--- config.mk ---
export PLATFORM = sky130hd
export DESIGN_NAME = counter_sequencer
export DESIGN_NICKNAME = d
export VERILOG_FILES = /design/src/rtl/counter_sequencer_pkg.sv /design/src/rtl/counter_sequencer_rr_arbiter.sv /design/src/rtl/counter_sequencer.sv
export SDC_FILE = /design/constraint.sdc
export NUM_CORES = 1
export LEC_CHECK = 0
export CAP_MARGIN = 20
export CORE_MARGIN = 2
export CORE_UTILIZATION = 55
export DETAILED_ROUTE_END_ITERATION = 6
export PLACE_DENSITY = 0.95
export SYNTH_ARGS = -nofsm -noshare
export SYNTH_HDL_FRONTEND = slang
export SYNTH_SLANG_ARGS = --single-unit
--- constraint.sdc ---
create_clock -name clock -period 8.75 [get_ports clock]
set_clock_uncertainty 0.15 [all_clocks]
set_input_delay 1.75 -clock clock [delete_from_list [all_inputs] [get_ports clock]]
set_output_delay 1.75 -clock clock [all_outputs]
set_load 0.05 [all_outputs]
--- src/rtl/counter_sequencer_pkg.sv ---
// Shared definitions for the counter sequencer.
//   op_t           : 2-bit requester operation (hold / increment / decrement / load)
//   state_t        : sequencer FSM state (idle / op pending)
//   RESET_FILL     : fill bit of the counter reset value (all ones)
//   ID_W           : width of requester indices (up to 8 requesters)
//   rr_next()      : round-robin successor of a winner index, modulo n
package counter_sequencer_pkg;

  typedef enum logic [1:0] {
    OP_HOLD = 2'b00,
    OP_INC  = 2'b01,
    OP_DEC  = 2'b10,
    OP_LOAD = 2'b11
  } op_t;

  typedef enum logic {
    ST_IDLE    = 1'b0,
    ST_PENDING = 1'b1
  } state_t;

  localparam logic RESET_FILL     = 1'b1;
  localparam int   MAX_REQUESTERS = 8;
  localparam int   ID_W           = 3;

  // Next pointer after a grant: the requester just above the winner gets
  // top priority, wrapping back to 0 after the last requester.
  function automatic logic [ID_W-1:0] rr_next(input logic [ID_W-1:0] idx, input int n);
    if (int'(idx) >= n - 1) begin
      return '0;
    end
    return idx + 1'b1;
  endfunction

endpackage

--- src/rtl/counter_sequencer_rr_arbiter.sv ---
// Combinational round-robin arbiter.
//   valid   [N-1:0] : request lines
//   pointer [2:0]   : index holding highest priority this cycle (must be < N)
//   grant   [N-1:0] : one-hot winner, all zero when nothing is valid
//   index   [2:0]   : winner index (0 when nothing is valid)
// The search starts at pointer and walks upward modulo N; the first valid
// line wins. N may be 1..8.
module rr_arbiter
  import counter_sequencer_pkg::*;
#(
  parameter int N = 3
) (
  input  logic [N-1:0]    valid,
  input  logic [ID_W-1:0] pointer,
  output logic [N-1:0]    grant,
  output logic [ID_W-1:0] index
);

  // Padded to the maximum so that the 3-bit search position can index
  // directly whatever N is.
  logic [MAX_REQUESTERS-1:0] valid_pad;
  logic [MAX_REQUESTERS-1:0] grant_pad;
  logic [3:0]                pos;
  logic                      hit;

  always_comb begin
    valid_pad          = '0;
    valid_pad[N-1:0]   = valid;
    grant_pad          = '0;
    index              = '0;
    hit                = 1'b0;
    pos                = '0;
    for (int k = 0; k < N; k++) begin
      pos = {1'b0, pointer} + 4'(k);
      if (pos >= 4'(N)) begin
        pos = pos - 4'(N);
      end
      if (!hit && valid_pad[pos[2:0]]) begin
        hit                 = 1'b1;
        grant_pad[pos[2:0]] = 1'b1;
        index               = pos[2:0];
      end
    end
    grant = grant_pad[N-1:0];
  end

endmodule

--- src/rtl/counter_sequencer.sv ---
// Shared up/down/load counter with round-robin access and a tick-paced update.
//   clock, reset_           : single clock; reset_ is asynchronous, active high
//   req_valid[R]            : per-requester request valid
//   req_op[2R]              : requester i op at [2i+1:2i] (see op_t)
//   req_data[W*R]           : requester i load value at [W*i +: W]
//   req_ready[R]            : one-hot grant (combinational, only in idle)
//   grant_id[3]             : index of the last accepted requester
//   busy                    : an accepted op is waiting for its tick
//   tick                    : one-cycle pulse every DIVIDE cycles
//   value[W]                : counter value
// Handshake: a request is accepted on a rising edge where req_valid[i] and
// req_ready[i] are both high; a requester keeps valid/op/data stable until
// then and may drop valid beforehand to withdraw. Op and data are captured
// at acceptance, so later changes on the request lines have no effect.
// Build option: define COUNTER_SEQUENCER_SATURATE_EN to make increment and
// decrement clamp at all-ones / zero instead of wrapping.
module counter_sequencer
  import counter_sequencer_pkg::*;
#(
  parameter int WIDTH      = 8,
  parameter int REQUESTERS = 3,   // 1..8
  parameter int DIVIDE     = 2    // 1..256
) (
  input  logic                        clock,
  input  logic                        reset_,
  input  logic [REQUESTERS-1:0]       req_valid,
  input  logic [2*REQUESTERS-1:0]     req_op,
  input  logic [WIDTH*REQUESTERS-1:0] req_data,
  output logic [REQUESTERS-1:0]       req_ready,
  output logic [ID_W-1:0]             grant_id,
  output logic                        busy,
  output logic                        tick,
  output logic [WIDTH-1:0]            value
);

  localparam int               CW          = (DIVIDE > 1) ? $clog2(DIVIDE) : 1;
  localparam logic [CW-1:0]    CNT_LAST    = CW'(DIVIDE - 1);
  localparam logic [WIDTH-1:0] RESET_VALUE = {WIDTH{RESET_FILL}};

  state_t            state_q, state_d;
  logic [CW-1:0]     cnt_q, cnt_d;
  logic              tick_q, tick_d;
  logic              busy_q, busy_d;
  logic [ID_W-1:0]   ptr_q, ptr_d;
  logic [ID_W-1:0]   gid_q, gid_d;
  op_t               op_q, op_d;
  logic [WIDTH-1:0]  data_q, data_d;
  logic [WIDTH-1:0]  value_q, value_d;

  logic [REQUESTERS-1:0] arb_grant;
  logic [ID_W-1:0]       arb_index;
  logic                  accept;
  op_t                   op_sel;
  logic [WIDTH-1:0]      data_sel;

  function automatic logic [WIDTH-1:0] apply_op(input op_t op, input logic [WIDTH-1:0] cur,
                                                input logic [WIDTH-1:0] load);
    logic [WIDTH-1:0] res;
    res = cur;
    case (op)
      OP_HOLD: res = cur;
`ifdef COUNTER_SEQUENCER_SATURATE_EN
      OP_INC:  res = (cur == RESET_VALUE) ? cur : cur + 1'b1;
      OP_DEC:  res = (cur == '0) ? cur : cur - 1'b1;
`else
      OP_INC:  res = cur + 1'b1;
      OP_DEC:  res = cur - 1'b1;
`endif
      OP_LOAD: res = load;
      default: res = cur;
    endcase
    return res;
  endfunction

  rr_arbiter #(.N(REQUESTERS)) u_arb (
    .valid   (req_valid),
    .pointer (ptr_q),
    .grant   (arb_grant),
    .index   (arb_index)
  );

  // Ready is offered only while idle; it is also forced low during reset so
  // nothing looks granted while the block is held.
  always_comb begin
    req_ready = '0;
    if (state_q == ST_IDLE && !reset_) begin
      req_ready = arb_grant;
    end
  end

  assign accept = |(req_valid & req_ready);

  // Winner's op/data; arb_grant is one-hot so at most one term matches.
  always_comb begin
    op_sel   = OP_HOLD;
    data_sel = '0;
    for (int i = 0; i < REQUESTERS; i++) begin
      if (arb_grant[i]) begin
        op_sel   = op_t'(req_op[2*i +: 2]);
        data_sel = req_data[WIDTH*i +: WIDTH];
      end
    end
  end

  always_comb begin
    cnt_d   = (cnt_q == CNT_LAST) ? '0 : cnt_q + 1'b1;
    // Registered, so the pulse lands in the cycle after the last count.
    tick_d  = (cnt_q == CNT_LAST);
    state_d = state_q;
    ptr_d   = ptr_q;
    gid_d   = gid_q;
    op_d    = op_q;
    data_d  = data_q;
    value_d = value_q;
    case (state_q)
      ST_IDLE: begin
        if (accept) begin
          op_d    = op_sel;
          data_d  = data_sel;
          gid_d   = arb_index;
          ptr_d   = rr_next(arb_index, REQUESTERS);
          state_d = ST_PENDING;
        end
      end
      ST_PENDING: begin
        // tick_q seen here is always from a cycle after acceptance, so a
        // tick coinciding with the accept edge is never consumed.
        if (tick_q) begin
          value_d = apply_op(op_q, value_q, data_q);
          state_d = ST_IDLE;
        end
      end
      default: state_d = ST_IDLE;
    endcase
    busy_d = (state_d == ST_PENDING);
  end

  always_ff @(posedge clock or posedge reset_) begin
    if (reset_) begin
      state_q <= ST_IDLE;
      cnt_q   <= '0;
      tick_q  <= 1'b0;
      busy_q  <= 1'b0;
      ptr_q   <= '0;
      gid_q   <= '0;
      op_q    <= OP_HOLD;
      data_q  <= '0;
      value_q <= RESET_VALUE;
    end else begin
      state_q <= state_d;
      cnt_q   <= cnt_d;
      tick_q  <= tick_d;
      busy_q  <= busy_d;
      ptr_q   <= ptr_d;
      gid_q   <= gid_d;
      op_q    <= op_d;
      data_q  <= data_d;
      value_q <= value_d;
    end
  end

  assign grant_id = gid_q;
  assign busy     = busy_q;
  assign tick     = tick_q;
  assign value    = value_q;

endmodule

## Word-level counts from Yosys, hierarchy flattened

Index checks and enable logic that the tools add are counted.

- Add/sub/neg operators: 9
- Magnitude comparators: 10
- Equality and inequality tests: 3
- Mux-type cells: 40
- Bitwise logic cells: 5
- Reduce and logical (&&, ||, !) cells: 13

Operators by type and width:

| cell | number |
|---|---|
| two-way mux 3 bit | 12 |
| two-way mux 8 bit | 3 |
| one-hot mux 8 bit (3 select lines) | 1 |
| two-way mux 1 bit | 14 |
| < comparator 3 x 4 -> 1 bit (second input constant) | 3 |
| binary-select mux 1 bit (select 3 bit) | 3 |
| demux 1 bit (select 3 bit) | 3 |
| >= comparator 3 x 1 -> 1 bit (second input constant) | 3 |
| subtractor 3 x 2 -> 3 bit (second input constant) | 3 |
| adder 8 x 1 -> 8 bit (second input constant) | 1 |
| >= comparator 4 x 2 -> 1 bit (second input constant) | 2 |
| subtractor 8 x 1 -> 8 bit (second input constant) | 1 |
| >= comparator 3 x 2 -> 1 bit (second input constant) | 2 |
| logical AND 1 bit | 6 |
| two-way mux 2 bit | 3 |
| bitwise OR 3 bit | 2 |
| adder 3 x 1 -> 4 bit (second input constant) | 1 |
| adder 3 x 2 -> 4 bit (second input constant) | 1 |
| == test 2 bit (second input constant) | 2 |
| adder 3 x 1 -> 3 bit (second input constant) | 1 |
| bitwise AND 3 bit | 1 |
| zero test 1 bit | 3 |
| AND reduction 3 bit | 1 |
| OR reduction 3 bit | 1 |
| other kinds (6) | 7 |

- Bits in registers: 27
- Bits of input ports: 35
- Output and inout port bits: 16
- Word-level logic and storage cells: 88

## Depth between registers and ports, before layout

- Depth in word-level cells: 17
- Mapped depth: 13
- Mapped depth without buffers: 11

## Modules after synthesis

A second synthesis with hierarchy kept.

- Cell total of the unflattened synthesis: 254
- Area total of the unflattened synthesis: 2144.6 sq um

Modules (own cells, without submodules):

| module | times used | cells each | area an instance (sq um) | seq. area each (sq um) |
|---|---|---|---|---|
| counter_sequencer | 1 | 177 | 1555.2 | 685.7 |
| rr_arbiter | 1 | 77 | 589.3 | 0.0 |

## Worst setup path after synthesis

Ideal clock, no wire load.

- Path kind: in2out
- Start point: input req_valid[1]
- End point: output req_ready[0]
- Arrival: 3976 ps
- Data required time: 6850 ps
- Setup slack: 2874 ps
- Stages on the path: 5
- Path buffers: 0
- Cells stage by stage: o211a_1 a311oi_1 o21ai_0 or4_1 a21boi_0

- Cells in the longest elaborated chain, start to end: 10
- Elaborated cells on any way between the ends: 18
- Classes of those cells: mux (12); bitwise (2); reduce/logical (4)

Ends and longest elaborated chain:

| element | line | RTL |
|---|---|---|
| from (decl) | counter_sequencer.sv:26 | `input logic [REQUESTERS-1:0] req_valid,` |
| binary-select mux 1 bit (select 3 bit) | counter_sequencer_rr_arbiter.sv:38 | `if (!hit && valid_pad[pos[2:0]]) begin` |
| two-way mux 1 bit (implied by the code) | counter_sequencer_rr_arbiter.sv:38 |  |
| two-way mux 1 bit | counter_sequencer_rr_arbiter.sv:38 |  |
| zero test 1 bit | counter_sequencer_rr_arbiter.sv:38 |  |
| logical AND 1 bit | counter_sequencer_rr_arbiter.sv:38 |  |
| two-way mux 1 bit | counter_sequencer_rr_arbiter.sv:38 |  |
| zero test 1 bit | counter_sequencer_rr_arbiter.sv:38 |  |
| logical AND 1 bit | counter_sequencer_rr_arbiter.sv:38 |  |
| two-way mux 3 bit (*) | counter_sequencer_rr_arbiter.sv:38 |  |
| two-way mux 3 bit (*) | counter_sequencer.sv:86 | `if (state_q == ST_IDLE && !reset_) begin` |
| to (decl) | counter_sequencer.sv:29 | `output logic [REQUESTERS-1:0] req_ready,` |

Mark *: on every way between the ends. The rest lies on a longest branch, timed or not. The select of a mux whose other input is x is not followed.

## Final worst setup path

- Start point: input req_valid[1]
- End point: output req_ready[1]

The elaborated chain is that of the path after synthesis.

==> flow_metrics.env <==
export IMPL_crit_fanout=11
export IMPL_holdCritPathClass="reg2reg"
export IMPL_crit_type="in2out"
export IMPL_fmax_mhz=149
export IMPL_dieWidth_um=67.3
export IMPL_finalSetupTns_ns=0
export IMPL_cts_resized=0
export IMPL_postCtsHoldBufs=0
export IMPL_cts_buffers_inserted=3
export IMPL_syn_mean_instance_area_um2=9.43
export IMPL_die_h_um=67.3
export IMPL_worstReg2RegStart="ptr_q[0]$_DFFE_PP0P_"
export IMPL_diodes=0
export IMPL_setup_violations=0
export IMPL_timing_rr_end="data_q[6]$_DFFE_PP0P_"
export IMPL_fillers=284
export IMPL_first_pass_iters=6
export IMPL_cp_arrival_ns=4.81
export IMPL_portBuffers=50
export IMPL_layoutNonFillerInstCount=332
export IMPL_netlist_instances=234
export IMPL_grt_max_degree=28
export IMPL_tightest_slew_ns=0.825
export IMPL_area_delta_synth_final_pct=27.2
export IMPL_pre_cts_ws_ns=2.09
export IMPL_ys_ff_latch=27
export IMPL_grt_antenna_before_repair=0
export IMPL_maxCapViolCount=0
export IMPL_avgViaCountPerCell=5.86
export IMPL_syn_cell_area_um2=2210
export IMPL_reg2reg_depth=10
export IMPL_whs_endpoint="tick$_DFF_PP0_"
export IMPL_cts_root_buffer="clkbuf_8"
export IMPL_drive_above_1_share_pct=8.87
export IMPL_post_drt_wl_per_cell_um=15.7
export IMPL_max_slew_margin_rel_pct=45.0
export IMPL_syn_nets=285
export IMPL_cp_start_kind="input port"
export IMPL_gp_congestion=0.892
export IMPL_first_iter_violations=73
export IMPL_grt_pass1_wl_mm=8.19
export IMPL_coreArea_um2=3940
export IMPL_max_vdd_ir_drop_v=0.000313
export IMPL_pin_count=51
export IMPL_min_path_cells=0
export IMPL_cts_tree="built"
export IMPL_postCtsSetupBuffers=0
export IMPL_finalCritPeriodShare_pct=76.7
export IMPL_endpoint_kind="output port"
export IMPL_drt_total_wl_mm=5.21
export IMPL_grt_pass1_vias=1777
export IMPL_overflow=0
export IMPL_rows=23
export IMPL_leakagePower_nw=1.22
export IMPL_fin_nets=334
export IMPL_run_status="completed"
export IMPL_path_clk_slew_ns=0.08
export IMPL_slew_viol_final=0
export IMPL_finalPower_w=0.00124
export IMPL_vias=1947
export IMPL_yosysSeqAreaShare_pct=31.1
export IMPL_r2r_slack_ns=4.00
export IMPL_setup_slack_ns=2.04
export IMPL_synth_edff_count=0
export IMPL_start_util_pct=56.0
export IMPL_h_tree_depth=1
export IMPL_hold_viol_final=0
export IMPL_cts_sinks=27
export IMPL_drtAntennaViolNets=0
export IMPL_fin_crit_ns=6.71
export IMPL_grtUsageTotal_pct=23.4
export IMPL_drc=0
export IMPL_die_area_um2=4530
export IMPL_ys_flop_type="dfrtp_1"
export IMPL_clk_path_buf_depth=2
export IMPL_hp_start="cnt_q$_DFF_PP0_"
export IMPL_rsz0062_at_grt="no"
export IMPL_seqCellArea_um2=686
export IMPL_multiInputGateArea_um2=1410
export IMPL_powerDensity_nw_per_um2=443
export IMPL_postSynth_asyncResetShare_pct=100
export IMPL_yosys_warnings=0
export IMPL_required_ns=6.85
export IMPL_clock_latency_ns=0.27
export IMPL_placedCellCount=325
export IMPL_ys_types=51
export IMPL_dp_hpwl_mm=4.05
==> critical path, cell delays in order <==
cell	delay (ns)
clkdlybuf4s50_1	0.56
nand2b_1	0.07
mux2i_1	0.12
a311oi_1	0.07
o21ai_0	0.43
a41oi_1	0.40
and2_1	0.35
nand2b_1	0.20
inv_1	0.07
clkdlybuf4s50_1	0.79
==> power by group <==
part	internal [W]	switching, W
sequential	0.000185	0.0000550
clock	0.0000325	0.0000359
combinational	0.000407	0.000528
total	0.000625	0.000619
==> cell usage after synthesis (2+ instances only) <==
cell / number / area share (%)
mux2_2: 5 / 2.6
nor2b_1: 5 / 1.4
dfrtp_1: 19 / 22
o211a_1: 2 / 0.91
a31oi_1: 4 / 1.1
mux2i_1: 11 / 5.0
nand2_1: 16 / 2.7
o21bai_1: 2 / 0.68
a21o_1: 4 / 1.4
or2_2: 2 / 0.57
o221ai_1: 3 / 1.2
nand2b_1: 7 / 2.0
nor2_1: 11 / 1.9
a21boi_0: 13 / 4.4
xor2_1: 2 / 0.79
ha_1: 15 / 8.5
xnor2_1: 3 / 1.2
o211ai_1: 2 / 0.68
dfstp_2: 8 / 9.5
buf_6: 2 / 1.0
or3_1: 2 / 0.57
o22ai_1: 2 / 0.57
and2_1: 3 / 0.85
o21ai_0: 14 / 3.2
mux2_1: 6 / 3.1
a221o_1: 11 / 5.0
clkbuf_1: 6 / 1.0
nand3_1: 2 / 0.45
inv_1: 16 / 2.7
nand4_1: 3 / 0.85
a21oi_1: 11 / 2.5
nor3_1: 3 / 0.68
==> cell families (layout without fill, tap and decap cells) <==
family | Yosys count | after routing | share of synthesized area (%)
multiplexers | 24 | 24 | 12.3
AO/OA/AOI/OAI | 78 | 78 | 26.5
buffers and inverters | 25 | 73 | 4.99
flip-flops | 27 | 27 | 31.1
AND/OR/NAND/NOR | 59 | 59 | 13.7
XOR/XNOR | 5 | 5 | 1.99
adder cells (fa/ha/maj) | 16 | 16 | 9.42
==> layout by cell type (no fill, tap or decap), drive strengths merged, types with 8 or more instances in the layout <==
cell type and n:
clkdlybuf4s50 50, dfrtp 19, mux2i 12, inv 16, nand2 16, a21oi 11
ha 15, mux2 12, nor2 11, o21ai 14, dfstp 8, a221o 11
a21boi 13
==> routing by layer <==
metal	up-vias	track usage, %	part of all wire, %
met3	6	2.50	4.3
li1	966	-	-
met5	-	0	0
met2	62	40.8	50
met1	913	31.0	45
met4	0	5.61	1.1
==> per-stage QoR <==
step | util, % | instance area, µm² | hold WS, ns
2_1_floorplan | - | 2210 | 0.204
3_3_place_gp | 69.0 | 2720 | 0.212
3_5_place_dp | 69.0 | 2720 | 0.215
4_1_cts | 70.1 | 2760 | 0.234
5_1_grt | 71.2 | 2810 | 0.239
6_report | 71.2 | 2810 | 0.232
==> state kept, by name, summed over array words and instances (netlist names) <==
signal and flops:
value 8, busy 1, tick 1, cnt_q 1
grant_id 3, op_q 2, data_q 8, ptr_q 3
==> how the worst max path moves through the flow <==
stage	start	endpoint	slack, ns	depth (start not counted)
5_1_grt	req_valid[1]	req_ready[1]	1.83	10
3_3_place_gp	req_valid[1]	req_ready[2]	2.20	8
6_report	req_valid[1]	req_ready[1]	2.04	10
3_5_place_dp	req_valid[1]	req_ready[1]	2.09	10
4_1_cts	req_valid[1]	req_ready[1]	2.08	10
2_1_floorplan	req_valid[1]	req_ready[0]	2.87	5
==> area by class of cell <==
| type | count | area share [%] |
|---|---|---|
| Inverter | 16 | 2.14 |
| Sequential cell | 27 | 24.4 |
| Multi-Input combinational cell | 182 | 50.2 |
| Clock buffer | 4 | 1.60 |
| Tap cell | 50 | 2.23 |
| Timing Repair Buffer | 53 | 19.3 |
Note: power is estimated with default switching activity, not from simulation.
